<file path="config.mk">
export PLATFORM = sky130hd
export DESIGN_NAME = display_arbiter
export DESIGN_NICKNAME = d
export VERILOG_FILES = /design/src/rtl/display_arbiter.sv
export SDC_FILE = /design/constraint.sdc
export NUM_CORES = 1
export LEC_CHECK = 0
export CORE_MARGIN = 4
export CORE_UTILIZATION = 48
export CTS_CLUSTER_SIZE = 40
export DETAILED_ROUTE_END_ITERATION = 16
export PLACE_DENSITY = 0.81
export SETUP_SLACK_MARGIN = 0.5
export SYNTH_ARGS = -nofsm -noshare
export SYNTH_HDL_FRONTEND = slang
export SYNTH_SLANG_ARGS = --single-unit
</file>
<file path="constraint.sdc">
create_clock -name clk -period 3.4 [get_ports clk]
set_input_delay 0.68 -clock clk [delete_from_list [all_inputs] [get_ports clk]]
set_output_delay 0.68 -clock clk [all_outputs]
set_load 0.03 [all_outputs]
</file>
<file path="src/rtl/display_arbiter.sv">
// Display source arbiter: selects TIME, ALRM or a held MSG for a 4-digit display
// and blanks one digit on a blink cadence while editing.
module display_arbiter #(
  parameter int unsigned HOLD_CYCLES = 200000000,
  parameter int unsigned BLINK_HALF  = 50000000
) (
  input  logic       clk,
  input  logic       rst,
  input  logic [3:0] time_d0,
  input  logic [3:0] time_d1,
  input  logic [3:0] time_d2,
  input  logic [3:0] time_d3,
  input  logic       alrm_req,
  input  logic [3:0] alrm_d0,
  input  logic [3:0] alrm_d1,
  input  logic [3:0] alrm_d2,
  input  logic [3:0] alrm_d3,
  input  logic       msg_req,
  input  logic [3:0] msg_d0,
  input  logic [3:0] msg_d1,
  input  logic [3:0] msg_d2,
  input  logic [3:0] msg_d3,
  input  logic       edit_en,
  input  logic [1:0] edit_digit,
  output logic [3:0] disp_d0,
  output logic [3:0] disp_d1,
  output logic [3:0] disp_d2,
  output logic [3:0] disp_d3,
  output logic [3:0] blank,
  output logic [1:0] src,
  output logic       msg_ack
);

  localparam int unsigned HoldW  = (HOLD_CYCLES > 1) ? $clog2(HOLD_CYCLES) : 1;
  localparam int unsigned BlinkW = (BLINK_HALF > 1) ? $clog2(BLINK_HALF) : 1;
  localparam logic [HoldW-1:0]  HoldMax  = HoldW'(HOLD_CYCLES - 1);
  localparam logic [BlinkW-1:0] BlinkMax = BlinkW'(BLINK_HALF - 1);

  typedef enum logic [1:0] {
    StTime = 2'd0,
    StAlrm = 2'd1,
    StMsg  = 2'd2
  } state_e;

  state_e            state_q, state_d;
  logic [HoldW-1:0]  hold_q, hold_d;
  logic [BlinkW-1:0] blink_cnt_q, blink_cnt_d;
  logic              phase_off_q, phase_off_d;
  logic              edit_en_q;
  logic [15:0]       msg_buf_q, msg_buf_d;
  logic [15:0]       disp_q, disp_d;
  logic [3:0]        blank_q, blank_d;
  logic [1:0]        src_q, src_d;
  logic              ack_q, ack_d;

  // Source FSM; a new message request always wins, including on the hold-expiry cycle.
  always_comb begin
    state_d   = state_q;
    hold_d    = hold_q;
    msg_buf_d = msg_buf_q;
    ack_d     = 1'b0;
    if (msg_req) begin
      state_d   = StMsg;
      hold_d    = '0;
      msg_buf_d = {msg_d3, msg_d2, msg_d1, msg_d0};
      ack_d     = 1'b1;
    end else begin
      case (state_q)
        StTime: if (alrm_req) state_d = StAlrm;
        StAlrm: if (!alrm_req) state_d = StTime;
        StMsg: begin
          if (hold_q == HoldMax) begin
            hold_d  = '0;
            state_d = alrm_req ? StAlrm : StTime;
          end else begin
            hold_d = hold_q + 1'b1;
          end
        end
        default: state_d = StTime;
      endcase
    end
  end

  // Blink timebase; an edit_en rising edge restarts it in the ON phase.
  always_comb begin
    blink_cnt_d = blink_cnt_q;
    phase_off_d = phase_off_q;
    if (edit_en && !edit_en_q) begin
      blink_cnt_d = '0;
      phase_off_d = 1'b0;
    end else if (blink_cnt_q == BlinkMax) begin
      blink_cnt_d = '0;
      phase_off_d = ~phase_off_q;
    end else begin
      blink_cnt_d = blink_cnt_q + 1'b1;
    end
  end

  // Outputs are computed from next state so digits and src land on the same edge.
  always_comb begin
    case (state_d)
      StAlrm:  disp_d = {alrm_d3, alrm_d2, alrm_d1, alrm_d0};
      StMsg:   disp_d = msg_buf_d;
      default: disp_d = {time_d3, time_d2, time_d1, time_d0};
    endcase
    src_d   = state_d;
    blank_d = '0;
    if (edit_en && phase_off_d && (state_d != StMsg)) blank_d[edit_digit] = 1'b1;
  end

  always_ff @(posedge clk or posedge rst) begin
    if (rst) begin
      state_q     <= StTime;
      hold_q      <= '0;
      blink_cnt_q <= '0;
      phase_off_q <= 1'b0;
      edit_en_q   <= 1'b0;
      msg_buf_q   <= '0;
      disp_q      <= '0;
      blank_q     <= '0;
      src_q       <= '0;
      ack_q       <= 1'b0;
    end else begin
      state_q     <= state_d;
      hold_q      <= hold_d;
      blink_cnt_q <= blink_cnt_d;
      phase_off_q <= phase_off_d;
      edit_en_q   <= edit_en;
      msg_buf_q   <= msg_buf_d;
      disp_q      <= disp_d;
      blank_q     <= blank_d;
      src_q       <= src_d;
      ack_q       <= ack_d;
    end
  end

  assign disp_d0 = disp_q[3:0];
  assign disp_d1 = disp_q[7:4];
  assign disp_d2 = disp_q[11:8];
  assign disp_d3 = disp_q[15:12];
  assign blank   = blank_q;
  assign src     = src_q;
  assign msg_ack = ack_q;

endmodule

</file>
After elaboration in Yosys (flattened, before gate mapping)

Index checks and enable logic that the tools add are counted.

Add/sub/neg operators: 2
Multipliers: 0
Divide/modulo/power cells: 0
Magnitude comparators: 2
Eq/ne operators: 7
Shift-type cells: 0
Mux-type cells: 19
Bitwise logic cells: 1
Reduce and logical (&&, ||, !) cells: 7

Operator list:

| kind                                                                         | count |
|---|---|
| 28-bit two-way mux                                                           | 3 |
| 26-bit two-way mux                                                           | 2 |
| 16-bit one-hot mux with 2 select lines                                       | 1 |
| 28-bit by 1-bit adder with 28-bit output, second input constant              | 1 |
| 28-bit == test, second input constant                                        | 1 |
| 26-bit by 1-bit adder with 26-bit output, second input constant              | 1 |
| 26-bit == test, second input constant                                        | 1 |
| 16-bit two-way mux                                                           | 1 |
| 2-bit two-way mux                                                            | 4 |
| 2-bit one-hot mux with 3 select lines                                        | 1 |
| 1-bit two-way mux                                                            | 5 |
| 2-bit by 1-bit == test with 1-bit output, second input constant              | 2 |
| 2-bit == test, second input constant                                         | 2 |
| 1-bit logical AND                                                            | 4 |
| 4-bit two-way mux                                                            | 1 |
| 2-bit by 3-bit less-than comparator with 1-bit output, second input constant | 1 |
| 1-bit demux with 2-bit select                                                | 1 |
| 2-bit by 1-bit >= comparator with 1-bit output, second input constant        | 1 |
| 2-bit zero test                                                              | 1 |
| 2-bit inequality test, second input constant                                 | 1 |
| 2-bit nonzero test                                                           | 1 |
| 1-bit zero test                                                              | 1 |
| 1-bit inverter                                                               | 1 |

Register bits after elaboration: 95
Bits in latches: 0
Bits in writable memories: 0
ROM bits: 0
Input port bits: 55
Output and inout bits: 23
Logic and storage cells: 47
Memories: 0

Longest topological paths before layout

Gate-level depths: netlist of the first run.

Word-level depth: 7
Gate-level depth with buffers: 12
Mapped depth without buffers: 10

Worst setup path after synthesis of the first run

OpenSTA, ideal clock, no wires.

Path kind: flip-flop to flip-flop
Start point: register hold_q[18]
End point: register blank_q[0] (netlist: blank[0])
Arrival time: 3554 ps
Data required time: 3328 ps
Slack: -226 ps
Cell stages (with the launch flop): 12
Path buffers: 2
Clock period less this slack: 3626 ps
Cells stage by stage: dfrtp_1 or4_4 or4_4 or4_4 buf_6 o21a_1 or3b_1 ha_1 clkbuf_1 nand2b_1 or4_1 nor2_1

Cells in the longest elaborated chain, start to end: 7

RTL lines:

| element                               | line | text |
|---|---|---|
| start: declaration                    | 46   | `logic [HoldW-1:0] hold_q, hold_d;` |
| start signal: assignment              | 125  | `hold_q <= hold_d;` |
| 28-bit == test                        | 72   | `if (hold_q == HoldMax) begin` |
| 2-bit two-way mux                     | 72   |  |
| 2-bit one-hot mux with 3 select lines | 68   | `case (state_q)` |
| 2-bit two-way mux                     | 62   | `if (msg_req) begin` |
| 2-bit inequality test                 | 108  | `if (edit_en && phase_off_d && (state_d != StMsg)) blank_d[edit_digit] = 1'b1;` |
| 1-bit logical AND                     | 108  |  |
| 4-bit two-way mux                     | 108  |  |
| via blank_d[0]                        | 52   | `logic [3:0] blank_q, blank_d;` |
| end signal: assignment                | 131  | `blank_q <= blank_d;` |
| end: declaration                      | 52   |  |

The timed path passes the listed nets, and every way through them passes these cells.
A chain may end at the register's enable or synchronous reset.

Worst setup path in the final report of the first run

Same ends and word-level chain as after synthesis.

==> report_table.html, run 1 <==
<table>
<tr><th>Metric</th><th>Value</th></tr>
<tr><th colspan="2">Critical path</th></tr>
<tr><td>Number of buffer and inverter instances along the worst setup path</td><td>0</td></tr>
<tr><td>Register-to-register setup slack</td><td>0.04 ns</td></tr>
<tr><td>WP data arrival</td><td>roughly 3.7 ns</td></tr>
<tr><td>Biggest cell delay along the critical path</td><td>0.53 ns</td></tr>
<tr><td>Crit path launch type</td><td>flip-flop</td></tr>
<tr><td>WS Path Type</td><td>flip-flop to flip-flop</td></tr>
<tr><td>Startpoint of the worst-slack reg-to-reg timing path</td><td>hold_q[18]$_DFFE_PP0P_</td></tr>
<tr><td>CP Max Fanout</td><td>2</td></tr>
<tr><td>Kind of end point of the critical path</td><td>flip-flop</td></tr>
<tr><td>Path length in cells of the critical path</td><td>9</td></tr>
<tr><td>R2R cell count</td><td>9</td></tr>
<tr><td>Reg2reg end</td><td>blank[0]$_DFF_PP0_</td></tr>
<tr><td>CP most frequent cell</td><td>or4_4</td></tr>
<tr><td>CP max stage cell</td><td>or4_4</td></tr>
<tr><td>Top Family by Delay on Critical Path</td><td>simple AND/OR/NAND/NOR gates</td></tr>
<tr><td>Cell breakdown of the critical path</td><td>or4_4 &gt; or4_4 &gt; or4_4 &gt; o21a_1 &gt; or3b_4 &gt; ha_4 &gt; nand2b_4 &gt; or4_1 &gt; nor2_1</td></tr>
<tr><td>Start point of the critical path</td><td>hold_q[18]$_DFFE_PP0P_</td></tr>
<tr><td>Required time of the critical path</td><td>3.69 ns</td></tr>
<tr><th colspan="2">Drt</th></tr>
<tr><td>Pre-antenna DRT Iters</td><td>4</td></tr>
<tr><td>Vias per Instance</td><td>5.793</td></tr>
<tr><td>Total number of vias</td><td>a little under 4k</td></tr>
<tr><td>Detail-routed net length per standard cell</td><td>approximately 18 um</td></tr>
<tr><td>Count of antenna-violating nets left after detailed routing</td><td>0</td></tr>
<tr><td>DRC marker count from the first detailed-route iteration</td><td>260</td></tr>
<tr><td>DRC violation count after routing</td><td>0</td></tr>
<tr><td>Final WL</td><td>12,000 um</td></tr>
<tr><th colspan="2">Finish</th></tr>
<tr><td>Area of all sequential standard cells</td><td>between 2000 and 2500 um^2</td></tr>
<tr><td>Layout cell share with drive strength beyond 1</td><td>0.1808</td></tr>
<tr><td>Area taken by multi-input logic gates</td><td>2185 um^2</td></tr>
<tr><td>Post-route core utilization</td><td>0.6479</td></tr>
<tr><td>Area growth, synth to finish</td><td>30.84%</td></tr>
<tr><td>Fin nets</td><td>607</td></tr>
<tr><td>Non-filler cells, final</td><td>682</td></tr>
<tr><td>Number of filler cells placed in the layout</td><td>683</td></tr>
<tr><td>Diode insertion count for antenna repair</td><td>0</td></tr>
<tr><th colspan="2">Timing</th></tr>
<tr><td>Number of failing hold endpoints at the final stage</td><td>0</td></tr>
<tr><td>Number of slew-limit violations in the final report</td><td>0</td></tr>
<tr><td>RSZ-0062 raised after global routing</td><td>true</td></tr>
<tr><td>Final worst slack</td><td>0.04017 ns</td></tr>
<tr><td>Setup-failing EPs final</td><td>0</td></tr>
<tr><td>Min Clock Period, post-route</td><td>3.360 ns</td></tr>
<tr><td>Worst slew pin tran</td><td>1.015 ns</td></tr>
<tr><td>Final worst-path cycle share</td><td>0.9882</td></tr>
<tr><td>Worst slew margin</td><td>0.3169</td></tr>
<tr><td>Worst-case clock skew</td><td>between 0.01 and 0.015 ns</td></tr>
<tr><td>Fmax</td><td>297.6 MHz</td></tr>
<tr><th colspan="2">Hold path</th></tr>
<tr><td>Worst Hold End</td><td>msg_buf_q[0]$_DFF_PP0_</td></tr>
<tr><td>Depth of the worst hold-timing path</td><td>1</td></tr>
<tr><td>Worst min-delay path startpoint</td><td>msg_buf_q[0]$_DFF_PP0_</td></tr>
<tr><td>Worst Hold Class</td><td>flip-flop to flip-flop</td></tr>
<tr><th colspan="2">Clock tree</th></tr>
<tr><td>Reg clk slew, reported paths</td><td>0.10 ns</td></tr>
<tr><td>Buffer cell driving the clock tree root</td><td>clkbuf_8</td></tr>
<tr><td>Worst skew pair latency</td><td>approximately 0.37 ns</td></tr>
<tr><td>Number of sinks handled by clock tree synthesis</td><td>95</td></tr>
<tr><td>Hold-fix buffers at CTS</td><td>0</td></tr>
<tr><td>Number of buffers created by CTS</td><td>9</td></tr>
<tr><td>Buffer levels on the longest clock path</td><td>2</td></tr>
<tr><td>Clock H-tree levels</td><td>3</td></tr>
<tr><td>Clock tree from TritonCTS</td><td>done</td></tr>
<tr><th colspan="2">Power and ir drop</th></tr>
<tr><td>P per Cell Area</td><td>374.3 nW/um^2</td></tr>
<tr><td>Leakage power summed over all cells</td><td>~2.4 nW</td></tr>
<tr><td>Max VDD drop</td><td>around 210 uV</td></tr>
<tr><td>Total power of the final layout</td><td>roughly 2.2 mW</td></tr>
<tr><th colspan="2">Floorplan</th></tr>
<tr><td>Die Footprint</td><td>approximately 11,000 um^2</td></tr>
<tr><td>Initial core utilization</td><td>0.4952</td></tr>
<tr><td>Die width</td><td>105.6 um</td></tr>
<tr><td>Floorplan row count</td><td>35</td></tr>
<tr><td>Chip height</td><td>105.6 um</td></tr>
<tr><td>Area of the core</td><td>~9200 um^2</td></tr>
<tr><td>I/O pin total</td><td>78</td></tr>
<tr><th colspan="2">Yosys</th></tr>
<tr><td>Mean post-synth cell area</td><td>around 10 um^2</td></tr>
<tr><td>Count of warnings emitted by yosys</td><td>0</td></tr>
<tr><td>Portion of the post-synthesis area used by sequential elements</td><td>0.5196</td></tr>
<tr><td>EDFF count, synth</td><td>0</td></tr>
<tr><td>Net count after synthesis</td><td>just over 500</td></tr>
<tr><td>Predominant post-synthesis flop cell</td><td>dfrtp_1</td></tr>
<tr><td>Unique cell type count in the Yosys netlist</td><td>44</td></tr>
<tr><td>Flop and latch count out of synthesis</td><td>95</td></tr>
<tr><td>Post-synth design cell area</td><td>between 4000 and 5000 um^2</td></tr>
<tr><td>Post-synthesis cell count</td><td>457</td></tr>
<tr><td>Fraction of synthesis flops using an asynchronous set or reset pin</td><td>1.000</td></tr>
<tr><th colspan="2">Run status</th></tr>
<tr><td>Run status</td><td>complete, no violations</td></tr>
<tr><th colspan="2">Global route</th></tr>
<tr><td>Via count of the first global-routing pass</td><td>3,931</td></tr>
<tr><td>Pin count of the biggest net entering global routing</td><td>96</td></tr>
<tr><td>Antenna violations before repair</td><td>0</td></tr>
<tr><td>First-pass GRT wire length</td><td>18,910 um</td></tr>
<tr><td>Global routing usage summed across all routing layers</td><td>0.2095</td></tr>
<tr><td>Overflow after GRT</td><td>0</td></tr>
<tr><th colspan="2">Placed design</th></tr>
<tr><td>Quantity of I/O buffers inserted on ports</td><td>between 70 and 80</td></tr>
<tr><td>Number of cells after detailed placement</td><td>661</td></tr>
<tr><td>Placer congestion estimate</td><td>0.8835</td></tr>
<tr><td>Pre-CTS setup slack</td><td>0.1036 ns</td></tr>
<tr><td>DPL Wire Length</td><td>between 7000 and 8000 um</td></tr>
<tr><th colspan="2">Flow run</th></tr>
<tr><td>Number of max-cap violations</td><td>0</td></tr>
</table>
-- layout make-up --
type                       count  area share
inverter                       9    0.006270
clock inverter                 6    0.008568
multi-input combinational    330      0.3649
clock buffer                  10     0.02132
tap                          129     0.02696
timing repair buffer         103      0.1749
sequential                    95      0.3971
-- layer usage --
layer	vias to the layer above	track usage	share of wire
li1	1839	-	-
met1	1949	0.2581	0.40
met2	128	0.3634	0.51
met3	35	0.03123	0.045
met4	0	0.09436	0.036
met5	-	0	0
-- layout by cell type, fill, tap and decap left out, types with 4 or more instances in the layout --
cell / instances
o21ai_1: 14
nand2b_1: 8
a311oi_1: 5
mux2_2: 18
buf_4: 18
nor4_1: 14
and3_1: 6
nand2_1: 41
nand3_1: 24
nor2_1: 50
xnor2_1: 9
clkinvlp_4: 4
a22oi_2: 15
clkbuf_8: 9
clkdlybuf4s50_1: 76
xor2_1: 21
inv_1: 8
or4_1: 10
or2_2: 4
dfrtp_1: 95
a21oi_1: 13
nand4_1: 18
o21ai_0: 11
a31o_2: 6
nor3_1: 4
-- timing repair --
| item | 4_1_cts | 5_1_grt |
|---|---|---|
| setup buffers | 1 | 2 |
| setup endpoints to repair | 20 | 20 |
| gates resized for setup | 37 | 5 |
| pin swaps | 2 | 4 |
| gates cloned | 1 | 1 |
-- metrics by stage --
step	hold WS [ns]	setup TNS (ns)	instance area (um^2)
finish	0.5175	0	5987
global route	0.5269	-0.03391	5987
CTS	0.5181	0	5921
detailed placement	0.4862	0	5603
global placement	0.4841	0	5603
floorplan	0.4724	-0.1021	4622
-- power by group --
group / leakage (nW) / total, mW / internal, mW / switching (mW)
logic: 1.12 / 0.308 / 0.151 / 0.157
registers: 1.24 / 1.23 / 1.19 / 0.0383
clock network: 0.0814 / 0.705 / 0.277 / 0.428
-- cells by family (layout without fill, tap and decap cells) --
kind of cell	count (synthesis)	in the layout	synth area share
and+or+nand+nor	197	197	0.2237
DFF	95	95	0.5196
AOI/OAI and AO/OA	81	81	0.1157
buffers and inverters	32	128	0.02844
xor gates and xnor gates	30	30	0.05743
muxes	18	18	0.04430
adders and majority gates	4	4	0.01094
-- sequential cells by signal (all words and copies together), names as in the netlist --
signal	cells
disp_q	16
hold_q	28
blink_cnt_q	26
edit_en_q	1
phase_off_q	1
msg_buf_q	16
msg_ack	1
src	2
blank	4
-- Yosys cell counts (2+ instances only) --
cell | count | area, um^2
or4_1 | 10 | 75.07
o31ai_1 | 2 | 15.01
a21oi_1 | 13 | 65.06
a21o_2 | 3 | 26.28
dfrtp_1 | 95 | 2377
nor2_1 | 50 | 187.7
nand3_1 | 24 | 120.1
or2_2 | 4 | 25.02
xor2_1 | 21 | 183.9
nor3_1 | 4 | 20.02
a311oi_1 | 5 | 43.79
a22oi_1 | 17 | 127.6
clkbuf_1 | 19 | 71.32
xnor2_1 | 9 | 78.83
ha_1 | 4 | 50.05
nand4_1 | 18 | 112.6
mux2_2 | 18 | 202.7
nor4b_1 | 2 | 17.52
nand2b_1 | 9 | 56.30
a31oi_1 | 3 | 18.77
nand2_1 | 41 | 153.9
buf_2 | 2 | 10.01
and4_1 | 3 | 26.28
inv_1 | 9 | 33.78
and3_1 | 6 | 37.54
nor4_1 | 15 | 93.84
nor2b_1 | 2 | 12.51
o21ai_0 | 26 | 130.1
a31o_2 | 6 | 52.55
or4_4 | 3 | 33.78
-- worst max-delay path by stage --
| stage | endpoint |
|---|---|
| floorplan | blank[0]$_DFF_PP0_ |
| global placement | blank[0]$_DFF_PP0_ |
| detailed placement | blank[0]$_DFF_PP0_ |
| CTS | blank[0]$_DFF_PP0_ |
| global route | blank[0]$_DFF_PP0_ |
| finish | blank[0]$_DFF_PP0_ |
Power figures use the tool's default switching activity.
==> run 2, diff against run 1 <==
--- a/config.mk
+++ b/config.mk
@@ -10,7 +10,6 @@
 export CTS_CLUSTER_SIZE = 40
 export DETAILED_ROUTE_END_ITERATION = 16
 export PLACE_DENSITY = 0.81
-export SETUP_SLACK_MARGIN = 0.5
 export SYNTH_ARGS = -nofsm -noshare
 export SYNTH_HDL_FRONTEND = slang
 export SYNTH_SLANG_ARGS = --single-unit
==> run 2 against run 1 <==
  * Register-to-register slack improved by 0.11 ns
  * Flip-flop and latch count unchanged
  * Highest routed layer unchanged
  * Clock skew increased by 0.00061 ns
  * Largest cell class unchanged
  * Routed wire length fell by 12%
  * Critical endpoint unchanged
  * First-iteration DRC count down 15%
==> report_table.html, run 2 (synthesized netlist as in run 1, its figures left out) <==
<table>
<tr><th>Metric</th><th>Value</th></tr>
<tr><th colspan="2">Floorplan</th></tr>
<tr><td>Chip height</td><td>105.6 um (unchanged)</td></tr>
<tr><td>Die width</td><td>105.6 um (unchanged)</td></tr>
<tr><td>I/O pin total</td><td>78 (unchanged)</td></tr>
<tr><td>Initial core utilization</td><td>0.4952 (unchanged)</td></tr>
<tr><td>Floorplan row count</td><td>35 (unchanged)</td></tr>
<tr><td>Area of the core</td><td>9240 um^2 (unchanged)</td></tr>
<tr><td>Die Footprint</td><td>11,160 um^2 (unchanged)</td></tr>
<tr><th colspan="2">Finish</th></tr>
<tr><td>Largest register FFs</td><td>28 (unchanged)</td></tr>
<tr><td>Post-route core utilization</td><td>0.6249 (was 0.6479)</td></tr>
<tr><td>Fin nets</td><td>602 (was 607)</td></tr>
<tr><td>Most frequent standard cell in the layout excluding fill and tap cells</td><td>dfrtp_1 (unchanged)</td></tr>
<tr><td>Diode insertion count for antenna repair</td><td>0 (unchanged)</td></tr>
<tr><td>Most flops, register</td><td>hold_q (unchanged)</td></tr>
<tr><td>Number of filler cells placed in the layout</td><td>765 (was 683)</td></tr>
<tr><td>Cell area after layout</td><td>5774 um^2 (was 5987 um^2)</td></tr>
<tr><td>Commonest non-fill, non-tap cells in the layout</td><td>dfrtp_1 (95), clkdlybuf4s50_1 (76), nor2_1 (50) (unchanged)</td></tr>
<tr><td>Area taken by multi-input logic gates</td><td>2085 um^2 (was 2185 um^2)</td></tr>
<tr><td>Layout cell share with drive strength beyond 1</td><td>0.1423 (was 0.1808)</td></tr>
<tr><td>Area growth, synth to finish</td><td>26.20% (was 30.84%)</td></tr>
<tr><td>Largest regs</td><td>hold_q (28), blink_cnt_q (26) (unchanged)</td></tr>
<tr><td>Area of all sequential standard cells</td><td>2377 um^2 (unchanged)</td></tr>
<tr><th colspan="2">Timing</th></tr>
<tr><td>Min Clock Period, post-route</td><td>3.253 ns (was 3.360 ns)</td></tr>
<tr><td>Final worst-path cycle share</td><td>0.9566 (was 0.9882)</td></tr>
<tr><td>Worst-case clock skew</td><td>0.01381 ns (was 0.01320 ns)</td></tr>
<tr><td>Worst slew margin</td><td>0.3393 (was 0.3169)</td></tr>
<tr><td>Fmax</td><td>307.4 MHz (was 297.6 MHz)</td></tr>
<tr><td>RSZ-0062 raised after global routing</td><td>false (was true)</td></tr>
<tr><td>Number of slew-limit violations in the final report</td><td>0 (unchanged)</td></tr>
<tr><td>Number of failing hold endpoints at the final stage</td><td>0 (unchanged)</td></tr>
<tr><td>Setup-failing EPs final</td><td>0 (unchanged)</td></tr>
<tr><td>Worst slew pin tran</td><td>0.9819 ns (was 1.015 ns)</td></tr>
<tr><td>Total Negative Setup Slacks</td><td>0 ns (unchanged)</td></tr>
<tr><th colspan="2">Drt</th></tr>
<tr><td>Vias per Instance</td><td>5.558 (was 5.793)</td></tr>
<tr><td>Total number of vias</td><td>3,763 (was 3,951)</td></tr>
<tr><td>Count of antenna-violating nets left after detailed routing</td><td>0 (unchanged)</td></tr>
<tr><td>Pre-antenna DRT Iters</td><td>4 (unchanged)</td></tr>
<tr><td>DRC violation count after routing</td><td>0 (unchanged)</td></tr>
<tr><td>Final WL</td><td>10,530 um (was 12,000 um)</td></tr>
<tr><td>Detail-routed net length per standard cell</td><td>15.56 um (was 17.59 um)</td></tr>
<tr><td>DRC marker count from the first detailed-route iteration</td><td>220 (was 260)</td></tr>
<tr><th colspan="2">Placed design</th></tr>
<tr><td>Placer congestion estimate</td><td>0.8482 (was 0.8835)</td></tr>
<tr><td>Cell area reported after detailed placement</td><td>5588 um^2 (was 5603 um^2)</td></tr>
<tr><td>DPL Wire Length</td><td>7735 um (about the same)</td></tr>
<tr><td>Quantity of I/O buffers inserted on ports</td><td>77 (unchanged)</td></tr>
<tr><th colspan="2">Clock tree</th></tr>
<tr><td>Hold-fix buffers at CTS</td><td>0 (unchanged)</td></tr>
<tr><td>Number of buffers created by CTS</td><td>9 (unchanged)</td></tr>
<tr><td>Buffer cell driving the clock tree root</td><td>clkbuf_8 (unchanged)</td></tr>
<tr><td>Number of sinks handled by clock tree synthesis</td><td>95 (unchanged)</td></tr>
<tr><td>Reg clk slew, reported paths</td><td>0.10 ns (about the same)</td></tr>
<tr><td>Clock H-tree levels</td><td>3 (unchanged)</td></tr>
<tr><td>Buffer levels on the longest clock path</td><td>2 (unchanged)</td></tr>
<tr><td>Clock tree from TritonCTS</td><td>done (unchanged)</td></tr>
<tr><td>Worst skew pair latency</td><td>0.37 ns (about the same)</td></tr>
<tr><th colspan="2">Power and ir drop</th></tr>
<tr><td>P per Cell Area</td><td>382.7 nW/um^2 (was 374.3 nW/um^2)</td></tr>
<tr><td>Leakage power summed over all cells</td><td>2.383 nW (was 2.440 nW)</td></tr>
<tr><td>Max VDD drop</td><td>239.5 uV (was 209.7 uV)</td></tr>
<tr><th colspan="2">Global route</th></tr>
<tr><td>Overflow after GRT</td><td>0 (unchanged)</td></tr>
<tr><td>Via count of the first global-routing pass</td><td>3,820 (was 3,931)</td></tr>
<tr><td>Global routing usage summed across all routing layers</td><td>0.1993 (was 0.2095)</td></tr>
<tr><td>Pin count of the biggest net entering global routing</td><td>40 (was 96)</td></tr>
<tr><td>First-pass GRT wire length</td><td>17,930 um (was 18,910 um)</td></tr>
<tr><td>Antenna violations before repair</td><td>0 (unchanged)</td></tr>
<tr><th colspan="2">Critical path</th></tr>
<tr><td>Required time of the critical path</td><td>3.70 ns (was 3.69 ns)</td></tr>
<tr><td>CP Max Fanout</td><td>5 (was 2)</td></tr>
<tr><td>Start point of the critical path</td><td>hold_q[18]$_DFFE_PP0P_ (unchanged)</td></tr>
<tr><td>Crit path launch type</td><td>flip-flop (unchanged)</td></tr>
<tr><td>Register-to-register setup slack</td><td>0.15 ns (was 0.04 ns)</td></tr>
<tr><td>WS Path Type</td><td>flip-flop to flip-flop (unchanged)</td></tr>
<tr><td>R2R cell count</td><td>9 (unchanged)</td></tr>
<tr><td>Critical Path Sink</td><td>blank[0]$_DFF_PP0_ (unchanged)</td></tr>
<tr><td>Reg2reg end</td><td>blank[0]$_DFF_PP0_ (unchanged)</td></tr>
<tr><td>WP data arrival</td><td>3.56 ns (was 3.65 ns)</td></tr>
<tr><td>Startpoint of the worst-slack reg-to-reg timing path</td><td>hold_q[18]$_DFFE_PP0P_ (unchanged)</td></tr>
<tr><td>Kind of end point of the critical path</td><td>flip-flop (unchanged)</td></tr>
<tr><th colspan="2">Run status</th></tr>
<tr><td>Run status</td><td>complete, no violations (unchanged)</td></tr>
<tr><th colspan="2">Hold path</th></tr>
<tr><td>Depth of the worst hold-timing path</td><td>1 (unchanged)</td></tr>
<tr><td>Worst Hold Class</td><td>flip-flop to flip-flop (unchanged)</td></tr>
<tr><th colspan="2">Flow run</th></tr>
<tr><td>Number of max-cap violations</td><td>0 (unchanged)</td></tr>
</table>
[run 2: cell count changes in the layout (fill, tap and decap cells not counted), sizes merged]
cell      change
clkbuf        -1
clkinv        +2
clkinvlp      -2
buf           -4
[run 2: worst max-delay path: stages (launching register included)]
cell      delay, ns
dfrtp_1        0.38
or4_4          0.53
or4_4          0.46
or4_4          0.45
o21a_1         0.19
or3b_1         0.36
ha_2           0.19
nand2b_4       0.15
or4_1          0.40
nor2_1         0.09
[run 2: metal layers]
metal  wire (um)  global-route usage  up-vias
met4         149             0.07678        0
li1            -                   -     1830
met5           0                   0        -
met3         558             0.04225       10
met1        4399              0.2456     1841
met2        5425              0.3429       82
[run 2: where the power goes]
group	switching (mW)	leakage, nW	total, mW	internal (mW)
clock network	0.417	0.0854	0.695	0.278
registers	0.0370	1.24	1.23	1.19
logic	0.145	1.06	0.289	0.144
total	0.599	2.38	2.21	1.61
[run 2: per-stage QoR]
stage,total power [mW],cells,hold slack [ns],setup WS [ns]
2_1_floorplan,1.394,457,0.4724,-0.1027
3_3_place_gp,1.530,661,0.4829,0.1207
3_5_place_dp,1.540,661,0.4864,0.07618
4_1_cts,2.228,677,0.5087,0.07628
5_1_grt,2.300,677,0.5196,0.06037
6_report,2.210,677,0.5074,0.1474
[run 2: how the worst min path moves through the flow]
stage	start	to	slack, ns
2_1_floorplan	msg_buf_q[12]$_DFF_PP0_	msg_buf_q[12]$_DFF_PP0_	0.47
3_3_place_gp	msg_buf_q[0]$_DFF_PP0_	msg_buf_q[0]$_DFF_PP0_	0.48
3_5_place_dp	msg_buf_q[6]$_DFF_PP0_	msg_buf_q[6]$_DFF_PP0_	0.49
4_1_cts	msg_buf_q[10]$_DFF_PP0_	msg_buf_q[10]$_DFF_PP0_	0.51
5_1_grt	msg_buf_q[10]$_DFF_PP0_	msg_buf_q[10]$_DFF_PP0_	0.52
6_report	msg_buf_q[6]$_DFF_PP0_	msg_buf_q[6]$_DFF_PP0_	0.51
[run 2: layout make-up]
class,instances,share of cell area
clock inverters,6,0.009101
repair buffers,98,0.1621
clock buffers,10,0.02210
multi-input cells,330,0.3610
inverters,9,0.006067
well taps,129,0.02795
flip-flops and latches,95,0.4117
[run 2: repair_timing]
item	4_1_cts	5_1_grt
endpoints found under the hold margin	0	0
endpoints found under the setup margin	0	2
setup buffers	0	0
gates resized for setup	0	1
==> variant, RTL diff (settings of run 2) <==
Reset style: synchronous (`rst`), changed in one clocked block.
--- a/src/rtl/display_arbiter.sv
+++ b/src/rtl/display_arbiter.sv
@@ -108,7 +108,7 @@
     if (edit_en && phase_off_d && (state_d != StMsg)) blank_d[edit_digit] = 1'b1;
   end
 
-  always_ff @(posedge clk or posedge rst) begin
+  always_ff @(posedge clk) begin
     if (rst) begin
       state_q     <= StTime;
       hold_q      <= '0;
Formal check against the unedited RTL: differs if rst is asserted again (counterexample within 4 cycles, from zero or initial values and one cycle with rst high); with rst held inactive, the same outputs for 10 cycles.
==> variant against run 2 <==
Non-clock buffer count shrank 16. Critical path depth is the same. Global-route usage shrank 0.70 points. Power shrank 4.1%. Clock power grew 1%. Cell area shrank 9.5%. Utilization grew 0.15 points. Routed wire length shrank 9.3%. Sequential cell count is the same. Synthesized cell count grew 7.2%. Via count shrank 5.3%. Synthesized area shrank 8.3%. Setup slack gained 630 ps. Critical path type unchanged. Largest cell class is now multi-input gates.
==> variant: results <==
set metrics [dict create \
    crit_path_start "hold_q[4]$_SDFFE_PP0N_" \
    grt_pass1_vias 3508 \
    vias 3565 \
    place_inst 657 \
    nets 622 \
    antenna_found_initial 0 \
    pre_cts_slack_ps 843 \
    grt_use_met2_pct 34.8 \
    grt_pass1_wl_mm 15.8 \
    crit_fanout 16 \
    leakagePower_nw 1.88 \
    post_cts_resized 0 \
    clkLatencyLatePin_ps 360 \
    status "finished, final reports clean" \
    drtIter0Drc 111 \
    groute.usage.overall_pct 19.2 \
    netlist_top_cells_count "dfxtp_1, nor2_1, nand2_1, a21oi_1, xor2_1" \
    multiInputGateArea_sq_um 2170 \
    met1_usage_pct 21.2 \
    netlist_instances 490 \
    ctsRootBufferMaster "clkbuf_8" \
    finalClockSkew_ps 11.9 \
    crit_arrival_ps 2910 \
    viasPerCell 5.31 \
    antenna_cells 0 \
    worstHoldStart "blink_cnt_q[0]$_SDFF_PP0_" \
    maxSlewHeadroom_pct 50.7 \
    vdd_drop_max_mv 0.211 \
    grt_use_met3_pct 5.30 \
    fill_cells 728 \
    synth_area_leaders "dfxtp_1, nor2_1, nand2_1" \
    cp_slowest_cell "ha_1" \
    cts_setup_buffers 0 \
    gp_congestion 0.824 \
    max_stage_delay_ps 600 \
    async_flop_share_pct 0 \
    placed_cell_area_sq_um 5050 \
    grt_max_degree 38 \
    ys_seq_area_share_pct 45.3 \
    final_layout_size_suffix_gt1_share_pct 5.82 \
    hpwl_mm 7.00 \
    ys_types 38 \
    routed_wl_mm 9.56 \
    syn_nets 549 \
]
[variant: changes by cell type after synthesis, sizes merged, moves of 11 or more]
cell,before,now
or4,13,1
xnor2,9,20
dfxtp,0,95
dfrtp,95,0
mux2,18,0
mux2i,0,16
a22oi,17,0
nor2,50,80
a21oi,13,25
nand2,41,59
nand2b,9,20
[variant: path summary, 6_finish.rpt]
path / endpoint / slack [ps] / cells after the start
setup / recovery: disp_q[7]$_SDFF_PP0_ / 780 / 9
hold / removal: blink_cnt_q[0]$_SDFF_PP0_ / 480 / 1
setup reg to reg: disp_q[7]$_SDFF_PP0_ / 780 / 9
hold reg to reg: blink_cnt_q[0]$_SDFF_PP0_ / 480 / 1
[variant: logic make-up (layout without fill, tap and decap cells)]
| group | count (synthesis) | after routing | synth area share (%) |
|---|---|---|---|
| compound gates | 52 | 52 | 6.53 |
| simple gates | 249 | 249 | 30.9 |
| buf+inv | 30 | 107 | 3.01 |
| flops | 95 | 95 | 45.3 |
| mux | 16 | 16 | 3.82 |
| fa+ha+maj | 4 | 4 | 1.19 |
| xor+xnor | 44 | 44 | 9.19 |
[variant: cell type report]
cell class	instances	area share, %
Clock buffer	11	2.51
Clock inverter	4	0.910
Inverter	10	0.718
Multi-Input combinational cell	365	41.5
Sequential cell	95	36.4
Tap cell	105	2.51
Timing Repair Buffer	82	15.5
[variant: routing by layer]
layer / vias to the layer above / part of all wire (%) / wire, um
met5: - / 0 / 0
met4: 0 / 2.5 / 235
met3: 17 / 3.3 / 313
met2: 53 / 52 / 4970
met1: 1689 / 42 / 4030
li1: 1806 / - / -
[variant: power breakdown]
group | total, mW | switching [mW] | internal (mW)
registers | 1.16 | 0.0113 | 1.14
logic | 0.263 | 0.133 | 0.130
clock network | 0.702 | 0.368 | 0.334
